<file path="src/rtl/nn_pkg.sv">
`default_nettype none
//============================================================================
// Module      : nn_pkg
// Description : Shared types and constants for the network output stage:
//               result-sink state encoding, frame counter width and a
//               helper that sizes the class index for a given vector length.
// Revision    : 1.0 - initial release
//============================================================================
package nn_pkg;

    // Result sink states: gathering elements, or presenting a result
    typedef enum logic [0:0] {
        COLLECT = 1'b0,
        HOLD    = 1'b1
    } state_t;

    localparam int FRAME_CNT_W = 16;

    // Bits needed to index M elements (at least one bit)
    function automatic int class_width(input int m);
        return (m > 1) ? $clog2(m) : 1;
    endfunction

endpackage
`default_nettype wire

</file>
<file path="src/rtl/nn_max_update.sv">
`default_nettype none
//============================================================================
// Module      : nn_max_update
// Description : Combinational running-maximum step. Decides whether the
//               incoming element replaces the current maximum (first
//               element of a vector, or strictly greater as signed) and
//               returns the resulting maximum and its index.
// Revision    : 1.0 - initial release
//============================================================================
module nn_max_update #(
    parameter int T  = 16,
    parameter int CW = 2
) (
    input  logic                 first,
    input  logic signed [T-1:0]  data_in,
    input  logic signed [T-1:0]  max_reg,
    input  logic        [CW-1:0] elem_cnt,
    input  logic        [CW-1:0] cur_idx,
    output logic signed [T-1:0]  next_max,
    output logic        [CW-1:0] next_idx
);

    // Strict compare keeps the earliest of equal maxima
    always_comb begin
        next_max = max_reg;
        next_idx = cur_idx;
        if (first || (data_in > max_reg)) begin
            next_max = data_in;
            next_idx = elem_cnt;
        end
    end

endmodule
`default_nettype wire

</file>
<file path="src/rtl/nn_argmax_sink.sv">
`default_nettype none
//============================================================================
// Module      : nn_argmax_sink
// Description : Consumes an M-element signed result vector over a
//               valid/ready stream, tracks the running maximum and then
//               presents the index of the largest element (first occurrence
//               on ties) on an output valid/ready port. Counts delivered
//               results with a saturating frame counter.
//               Optional: define NN_ARGMAX_SCORE_EN to expose the maximum
//               value itself on score_out.
// Revision    : 1.0 - initial release
//============================================================================
module nn_argmax_sink
    import nn_pkg::*;
#(
    parameter int M  = 4,
    parameter int T  = 16,
    parameter int CW = class_width(M)
) (
    input  logic                   clk,
    input  logic                   reset,
    input  logic                   s_valid,
    output logic                   s_ready,
    input  logic signed [T-1:0]    data_in,
    output logic                   m_valid,
    input  logic                   m_ready,
    output logic [CW-1:0]          class_out,
    output logic [FRAME_CNT_W-1:0] frame_cnt
`ifdef NN_ARGMAX_SCORE_EN
    ,
    output logic signed [T-1:0]    score_out
`endif
);

    localparam logic [CW-1:0]          LAST_IDX  = CW'(M - 1);
    localparam logic [FRAME_CNT_W-1:0] FRAME_MAX = {FRAME_CNT_W{1'b1}};

    state_t                   state_q, state_d;
    logic [CW-1:0]            elem_cnt_q, elem_cnt_d;
    logic signed [T-1:0]      max_q, max_d;
    logic [CW-1:0]            class_q, class_d;
    logic [FRAME_CNT_W-1:0]   frame_cnt_q, frame_cnt_d;

    logic                     accept;
    logic signed [T-1:0]      upd_max;
    logic [CW-1:0]            upd_idx;

    // Handshake flags are pure decodes of the state register
    assign s_ready   = (state_q == COLLECT);
    assign m_valid   = (state_q == HOLD);
    assign accept    = s_valid && s_ready;
    assign class_out = class_q;
    assign frame_cnt = frame_cnt_q;
`ifdef NN_ARGMAX_SCORE_EN
    assign score_out = max_q;
`endif

    nn_max_update #(
        .T  (T),
        .CW (CW)
    ) u_max_update (
        .first    (elem_cnt_q == '0),
        .data_in  (data_in),
        .max_reg  (max_q),
        .elem_cnt (elem_cnt_q),
        .cur_idx  (class_q),
        .next_max (upd_max),
        .next_idx (upd_idx)
    );

    // Next-state: collect M elements, then hold the result until taken
    always_comb begin
        state_d     = state_q;
        elem_cnt_d  = elem_cnt_q;
        max_d       = max_q;
        class_d     = class_q;
        frame_cnt_d = frame_cnt_q;
        unique case (state_q)
            COLLECT: begin
                if (accept) begin
                    max_d   = upd_max;
                    class_d = upd_idx;
                    if (elem_cnt_q == LAST_IDX) begin
                        elem_cnt_d = '0;
                        state_d    = HOLD;
                    end else begin
                        elem_cnt_d = elem_cnt_q + CW'(1);
                    end
                end
            end
            HOLD: begin
                if (m_ready) begin
                    state_d = COLLECT;
                    if (frame_cnt_q != FRAME_MAX) begin
                        frame_cnt_d = frame_cnt_q + FRAME_CNT_W'(1);
                    end
                end
            end
            default: state_d = COLLECT;
        endcase
    end

    // State and datapath registers; reset discards any partial vector
    always_ff @(posedge clk) begin
        if (reset) begin
            state_q     <= COLLECT;
            elem_cnt_q  <= '0;
            max_q       <= '0;
            class_q     <= '0;
            frame_cnt_q <= '0;
        end else begin
            state_q     <= state_d;
            elem_cnt_q  <= elem_cnt_d;
            max_q       <= max_d;
            class_q     <= class_d;
            frame_cnt_q <= frame_cnt_d;
        end
    end

endmodule
`default_nettype wire

</file>
<file path="config.mk">
export PLATFORM = sky130hd
export DESIGN_NAME = nn_argmax_sink
export DESIGN_NICKNAME = d
export VERILOG_FILES = /design/src/rtl/nn_pkg.sv /design/src/rtl/nn_max_update.sv /design/src/rtl/nn_argmax_sink.sv
export SDC_FILE = /design/constraint.sdc
export NUM_CORES = 1
export LEC_CHECK = 0
export BUFFER_PORTS_ARGS = -buffer_cell sky130_fd_sc_hd__buf_4
export CELL_PAD_IN_SITES_DETAIL_PLACEMENT = 0
export CELL_PAD_IN_SITES_GLOBAL_PLACEMENT = 1
export CORE_ASPECT_RATIO = 0.7
export CORE_MARGIN = 3
export CORE_UTILIZATION = 44
export DETAILED_ROUTE_END_ITERATION = 8
export GPL_TIMING_DRIVEN = 0
export PLACE_DENSITY = 0.89
export SLEW_MARGIN = 15
export SYNTH_ARGS = -nofsm -noshare
export SYNTH_HDL_FRONTEND = slang
export SYNTH_SLANG_ARGS = --single-unit
</file>
<file path="constraint.sdc">
create_clock -name clk -period 5.42 [get_ports clk]
set_input_delay 0.813 -clock clk [delete_from_list [all_inputs] [get_ports clk]]
set_output_delay 0.813 -clock clk [all_outputs]
set_load 0.05 [all_outputs]
</file>
==> flow_metrics.env, run 1 <==
export IMPL_period_minus_slack_ns=2.507
export IMPL_grt_pass1_vias=1508
export IMPL_dr_pass1_iters=4
export IMPL_fmax_mhz=398.8
export IMPL_relSlewSlack_pct=66.88
export IMPL_worst_slew_pin_slew_ns=0.4944
export IMPL_critPathLaunchType="input port"
export IMPL_routedWlPerCell_um=12.27
export IMPL_yosys_area_share_adder_pct=11.40
export IMPL_cp_slowest_cell="nor4_1"
export IMPL_rsz0062_at_grt="false"
export IMPL_cts_tree="yes"
export IMPL_multi_input_area_um2=1220
export IMPL_place_inst=325
export IMPL_max_stage_delay_ns=0.38
export IMPL_synth_cells=232
export IMPL_p_leak_uw=0.001091
export IMPL_yosysUniqueCellTypes=29
export IMPL_numClockSinks=37
export IMPL_synth_edff_count=0
export IMPL_grt_usage_pct=15.81
export IMPL_cts_path_max_buffers=2
export IMPL_io_pins=40
export IMPL_drv_cap=0
export IMPL_syn_nets=271
export IMPL_postCtsSetupBuffers=0
export IMPL_vias=1645
export IMPL_required_ns=5.65
export IMPL_vias_per_cell=4.940
export IMPL_grt_max_degree=12
export IMPL_fin_nets=316
export IMPL_ff_latch_area_um2=740.7
export IMPL_synth_top_family_by_area="simple AND/OR/NAND/NOR gates"
export IMPL_instances_no_fill=333
export IMPL_antenna_found_initial=0
export IMPL_post_route_util_pct=57.36
export IMPL_grt_first_pass_wirelength_um=6941
export IMPL_endpoint_kind="register"
export IMPL_first_iter_violations=43
export IMPL_grt_util_met1_pct=23.57
export IMPL_final_hold_violation_count=0
export IMPL_worstPathArrival_ns=2.73
export IMPL_area_growth_synth_to_final_pct=22.57
export IMPL_dp_hpwl_um=3070
export IMPL_clock_latency_ns=0.29
export IMPL_seq_area_frac_synth_pct=35.53
export IMPL_vdd_drop_max_mv=0.1320
export IMPL_met2_usage_pct=21.36
export IMPL_syn_area_um2=2084
export IMPL_synth_simple_gate_area_share_pct=24.97
export IMPL_groute_layer_met3_usage_pct=4.314
export IMPL_status="complete, no violations"
export IMPL_clkTransAtPathRegs_ns=0.08
export IMPL_die_area_um2=5612
export IMPL_die_w_um=88.27
export IMPL_setup_viol=0
export IMPL_fin_crit_sh_pct=46.26
export IMPL_muxShareOfSynthArea_pct=9.604
export IMPL_synth_common_cells="dfxtp_1 (37), nand2b_1 (37), nor2_1 (21)"
export IMPL_yosys_register_bits=37
export IMPL_placement_io_buffers=38
export IMPL_start_util_pct=46.80
export IMPL_yosys_warnings=0
export IMPL_postCtsResizedCells=0
export IMPL_grt_busiest_layer="met1"
export IMPL_postCtsHoldBufs=0
export IMPL_finalMaxSlewViolations=0
export IMPL_rows=20
export IMPL_dieHeight_um=63.59
export IMPL_place_congestion=0.7757
export IMPL_n_antenna_cell=0
export IMPL_place_ws_ns=2.600
export IMPL_yosysTopAreaCell="dfxtp_1"
export IMPL_cp_max_fo=10
export IMPL_whs_ns=0.4730
export IMPL_drive_gt1_share_pct=18.35
export IMPL_tns_ns=0
export IMPL_post_synth_cell_area_avg_um2=8.985
export IMPL_holdCritPathClass="register to register"
export IMPL_synthTopCellsByArea="dfxtp_1 (36%), ha_1 (11%), nand2b_1 (11%), mux2i_1 (9.6%), xor2_1 (4.6%)"
export IMPL_crit_type="input port to register"
export IMPL_numCtsBuffers=5
export IMPL_crit_chain="buf_4 > ha_1 > nand2_1 > nor4_1 > o21ai_0 > nand4_1 > o311a_1 > buf_6 > buf_8 > mux2i_1"
export IMPL_synth_xor_area_share_pct=6.303
export IMPL_fillers=418
export IMPL_setup_ws_ns=2.913
export IMPL_drc=0
export IMPL_cts_root_buffer="clkbuf_8"
export IMPL_grt_overflow=0
export IMPL_synth_compound_area_share_pct=6.242
export IMPL_ant_nets=0
export IMPL_synth_top_cell_area_share_pct=35.53
export IMPL_power_density_nw_per_um2=249.1
export IMPL_async_flop_share_pct=0
export IMPL_routed_wirelength_um=4085
export IMPL_h_tree_depth=2
export IMPL_synth_top_flop_cell="dfxtp_1"
export IMPL_core_area_um2=4454
export IMPL_finClkSkew_ns=0.006673
-- state kept, by name, indices dropped and copies added (netlist names) --
register	cells
m_valid	1
elem_cnt_q	2
class_out	2
max_q	16
frame_cnt	16
-- power breakdown --
part / internal [uW] / switching (uW)
logic: 46.5 / 48.6
clock network: 150 / 101
registers: 283 / 6.65
total: 480 / 156
-- per-layer routing --
layer	vias to the layer above	share of wire [%]	routed length (um)
met5	-	0	0
met3	4	2.9	118
met1	744	57	2317
li1	876	-	-
met2	21	40	1615
met4	0	0.83	34
-- critical path: cells and delay by family --
kind / cells / cell delay [ns]
AOI/OAI and AO/OA: 2 / 0.34
adders and majority gates: 1 / 0.33
buffers and inverters: 3 / 0.46
muxes: 1 / 0.19
and+or+nand+nor: 3 / 0.59
-- final cells by class --
class	instances	share of cell area, %
Multi-Input combinational cell	167	47.75
Sequential cell	37	28.99
Timing Repair Buffer	38	11.17
Clock buffer	7	3.379
Inverter	20	2.938
Tap cell	55	2.693
Buffer	8	1.910
Clock inverter	1	1.175
-- logic make-up (layout without fill, tap and decap cells) --
family | Yosys count | count (layout)
mux | 20 | 20
flops | 37 | 37
compound gates | 18 | 18
xor+xnor | 15 | 15
simple gates | 95 | 95
fa+ha+maj | 19 | 19
buf+inv | 28 | 74
-- through the flow --
| stage | instance area, um2 | total power (uW) |
|---|---|---|
| after floorplan | 2085 | 363.0 |
| after global placement | 2439 | 390.4 |
| after detailed placement | 2439 | 391.8 |
| after CTS | 2555 | 643.8 |
| after global routing | 2555 | 666.8 |
| final | 2555 | 636.4 |
-- worst paths after layout --
path,startpoint,to,slack [ns],cells after the start
setup / recovery,data_in[15],max_q[8]$_SDFFE_PP0P_,2.91,10
hold / removal,max_q[7]$_SDFFE_PP0P_,max_q[7]$_SDFFE_PP0P_,0.47,2
setup reg to reg,max_q[15]$_SDFFE_PP0P_,max_q[8]$_SDFFE_PP0P_,3.19,10
hold reg to reg,max_q[7]$_SDFFE_PP0P_,max_q[7]$_SDFFE_PP0P_,0.47,2
-- placed cells by master, fill, tap and decap left out, drive strengths merged --
cell     Yosys  layout
o221ai       1       1
a21oi        9       9
and3         2       2
xnor2        4       4
ha          19      19
and4         3       3
a211oi       1       1
nand2b      37      37
mux2i       20      20
bufinv       0       1
dfxtp       37      37
o311a        1       1
a2111oi      1       1
nand4        6       6
buf          2      40
clkbuf       6      13
nor4         3       3
nor4b        1       1
nor2        21      21
xor2        11      11
a31oi        2       2
nand3        6       6
inv         20      20
a311oi       1       1
nand2       13      13
and2         1       1
o21ai        2       2
nor3         2       2
Power figures use the tool's default switching activity.
==> inputs of run 2 (changes only) <==
--- a/config.mk
+++ b/config.mk
@@ -10,10 +10,10 @@
 export CELL_PAD_IN_SITES_GLOBAL_PLACEMENT = 1
 export CORE_ASPECT_RATIO = 0.7
 export CORE_MARGIN = 3
-export CORE_UTILIZATION = 44
+export CORE_UTILIZATION = 41
 export DETAILED_ROUTE_END_ITERATION = 8
 export GPL_TIMING_DRIVEN = 0
-export PLACE_DENSITY = 0.89
+export PLACE_DENSITY = 0.84
 export SLEW_MARGIN = 15
 export SYNTH_ARGS = -nofsm -noshare
 export SYNTH_HDL_FRONTEND = slang
==> constraint.sdc (replaced) <==
create_clock -name clk -period 2.6 [get_ports clk]
set_input_delay 0.39 -clock clk [delete_from_list [all_inputs] [get_ports clk]]
set_output_delay 0.39 -clock clk [all_outputs]
set_load 0.05 [all_outputs]
==> run 2 against run 1 <==
Clock power is 110% higher. Final cell count is 4.2% higher. Sequential power is 110% higher. Clock skew shrank 0.0017 ns. Largest power group unchanged. Non-clock buffer count did not move. First-iteration DRC count did not move. Critical path depth unchanged. Combinational power rose by 110%.
==> flow_metrics.env, run 2 (synthesized netlist as in run 1, its figures left out) <==
export IMPL_whs_ns=0.3677
export IMPL_holdCritPathClass="input port to register"
export IMPL_p_leak_uw=0.001090
export IMPL_period_minus_slack_ns=2.266
export IMPL_r2r_setup_slack_ns=0.33
export IMPL_routedWlPerCell_um=11.73
export IMPL_postCtsHoldBufs=0
export IMPL_grt_first_pass_wirelength_um=6927
export IMPL_hold_depth=3
export IMPL_placement_io_buffers=38
export IMPL_hold_path_endpoint="m_valid$_SDFF_PP0_"
export IMPL_dr_wl_met3_um=153
export IMPL_grt_pass1_vias=1468
export IMPL_ant_nets=0
export IMPL_endpoint_kind="register"
export IMPL_area_growth_synth_to_final_pct=23.59
export IMPL_cts_tree="yes"
export IMPL_dp_hpwl_um=3151
export IMPL_numClockSinks=37
export IMPL_switchingPower_uw=327.8
export IMPL_fmax_mhz=441.3
export IMPL_crit_type="register to register"
export IMPL_finClkSkew_ns=0.004965
export IMPL_critPathLaunchType="register"
export IMPL_n_antenna_cell=0
export IMPL_intPower_uw=1000
export IMPL_timing_rr_end="max_q[9]$_SDFFE_PP0P_"
export IMPL_cp_max_fo=10
export IMPL_tns_ns=0
export IMPL_fin_crit_sh_pct=87.16
export IMPL_min_from="s_valid"
export IMPL_h_tree_depth=2
export IMPL_drive_gt1_share_pct=18.71
export IMPL_vias=1591
export IMPL_multi_input_area_um2=1220
export IMPL_cts_root_buffer="clkbuf_8"
export IMPL_grt_max_degree=13
export IMPL_ff_latch_area_um2=740.7
export IMPL_switching_share_pct=24.68
export IMPL_fillers=463
export IMPL_relSlewSlack_pct=66.92
export IMPL_required_ns=2.81
export IMPL_p_clk_share_pct=39.3
export IMPL_worstPathArrival_ns=2.48
export IMPL_routed_wirelength_um=4070
export IMPL_routed_top_layer="met4"
export IMPL_core_area_um2=4835
export IMPL_fin_nets=316
export IMPL_rr_worst_depth=10
export IMPL_dieHeight_um=65.66
export IMPL_vias_per_cell=4.585
export IMPL_wl_met2_um=1655
export IMPL_power_density_nw_per_um2=515.5
export IMPL_first_iter_violations=43
export IMPL_drv_cap=0
export IMPL_die_area_um2=5989
export IMPL_worst_slew_pin_slew_ns=0.4939
export IMPL_drt_met1_wl_um=2221
export IMPL_grt_overflow=0
export IMPL_place_congestion=0.7766
export IMPL_cts_path_max_buffers=2
export IMPL_drc=0
export IMPL_postCtsSetupBuffers=0
export IMPL_grt_usage_pct=14.47
export IMPL_final_hold_violation_count=0
export IMPL_place_ws_ns=0.1784
export IMPL_combPwrFrac_pct=15.1
export IMPL_numCtsBuffers=5
export IMPL_antenna_found_initial=0
export IMPL_postCtsResizedCells=0
export IMPL_regToRegStartpoint="max_q[15]$_SDFFE_PP0P_"
export IMPL_status="complete, no violations"
export IMPL_clkTransAtPathRegs_ns=0.07
export IMPL_setup_viol=0
export IMPL_clock_latency_ns=0.29
export IMPL_die_w_um=91.23
export IMPL_mostFrequentLayoutCells="buf_4 (38), nand2b_1 (37), dfxtp_1 (37)"
export IMPL_setup_ws_ns=0.3339
export IMPL_mostFrequentLayoutCell="buf_4"
export IMPL_dr_pass1_iters=4
export IMPL_finalMaxSlewViolations=0
export IMPL_io_pins=40
export IMPL_rsz0062_at_grt="false"
export IMPL_start_util_pct=43.12
export IMPL_rows=21
export IMPL_pwr_share_seq_pct=45.5
export IMPL_vdd_drop_max_mv=0.2845
-- run 2: metrics by stage --
step	total power (uW)	cells	instance area (um2)	utilization, %
floorplan	756.6	232	2085	-
global placement	814.5	339	2456	50.80
detailed placement	819.5	339	2456	50.80
CTS	1344	347	2576	53.29
global route	1398	347	2576	53.29
finish	1328	347	2576	53.29
-- run 2: worst max-delay path, cell delays in order (launching register included) --
cell and delay, ns:
dfxtp_1 0.34, inv_1 0.05, ha_1 0.33, nand2_1 0.08, nor4_1 0.39, o21ai_0 0.17
nand4_1 0.12, o311a_1 0.17, buf_6 0.17, buf_8 0.17, mux2i_1 0.20
-- run 2: how the worst max path moves through the flow --
stage	startpoint	endpoint	slack (ns)	cells past startpoint
3_5_place_dp	data_in[15]	max_q[9]$_SDFFE_PP0P_	0.18	10
5_1_grt	max_q[15]$_SDFFE_PP0P_	max_q[9]$_SDFFE_PP0P_	0.15	10
2_1_floorplan	frame_cnt[2]$_SDFFE_PP0P_	frame_cnt[9]$_SDFFE_PP0P_	0.63	6
3_3_place_gp	data_in[15]	max_q[7]$_SDFFE_PP0P_	0.19	10
4_1_cts	max_q[15]$_SDFFE_PP0P_	max_q[9]$_SDFFE_PP0P_	0.32	10
6_report	max_q[15]$_SDFFE_PP0P_	max_q[9]$_SDFFE_PP0P_	0.33	10
-- run 2: layer usage --
metal | up-vias | track usage, %
met5 | - | 0
met4 | 0 | 3.947
met3 | 4 | 4.348
met2 | 23 | 20.35
met1 | 697 | 21.16
li1 | 867 | -
-- run 2: area by class of cell --
| cell class | instances | area share, % |
|---|---|---|
| plain buffers | 8 | 1.894 |
| clock buffers | 6 | 3.205 |
| clock inverters | 2 | 1.457 |
| inverters | 20 | 2.914 |
| multi-input cells | 167 | 47.35 |
| flip-flops and latches | 37 | 28.75 |
| well taps | 69 | 3.351 |
| repair buffers | 38 | 11.07 |
-- run 2: power by group through the flow --
| stage | clock (uW) | sequential [uW] | combinational (uW) |
|---|---|---|---|
| 3_3_place_gp | 0 | 618 | 197 |
| 6_report | 523 | 605 | 201 |
| 3_5_place_dp | 0 | 618 | 202 |
| 2_1_floorplan | 0 | 621 | 136 |
| 5_1_grt | 564 | 607 | 227 |
| 4_1_cts | 536 | 604 | 204 |
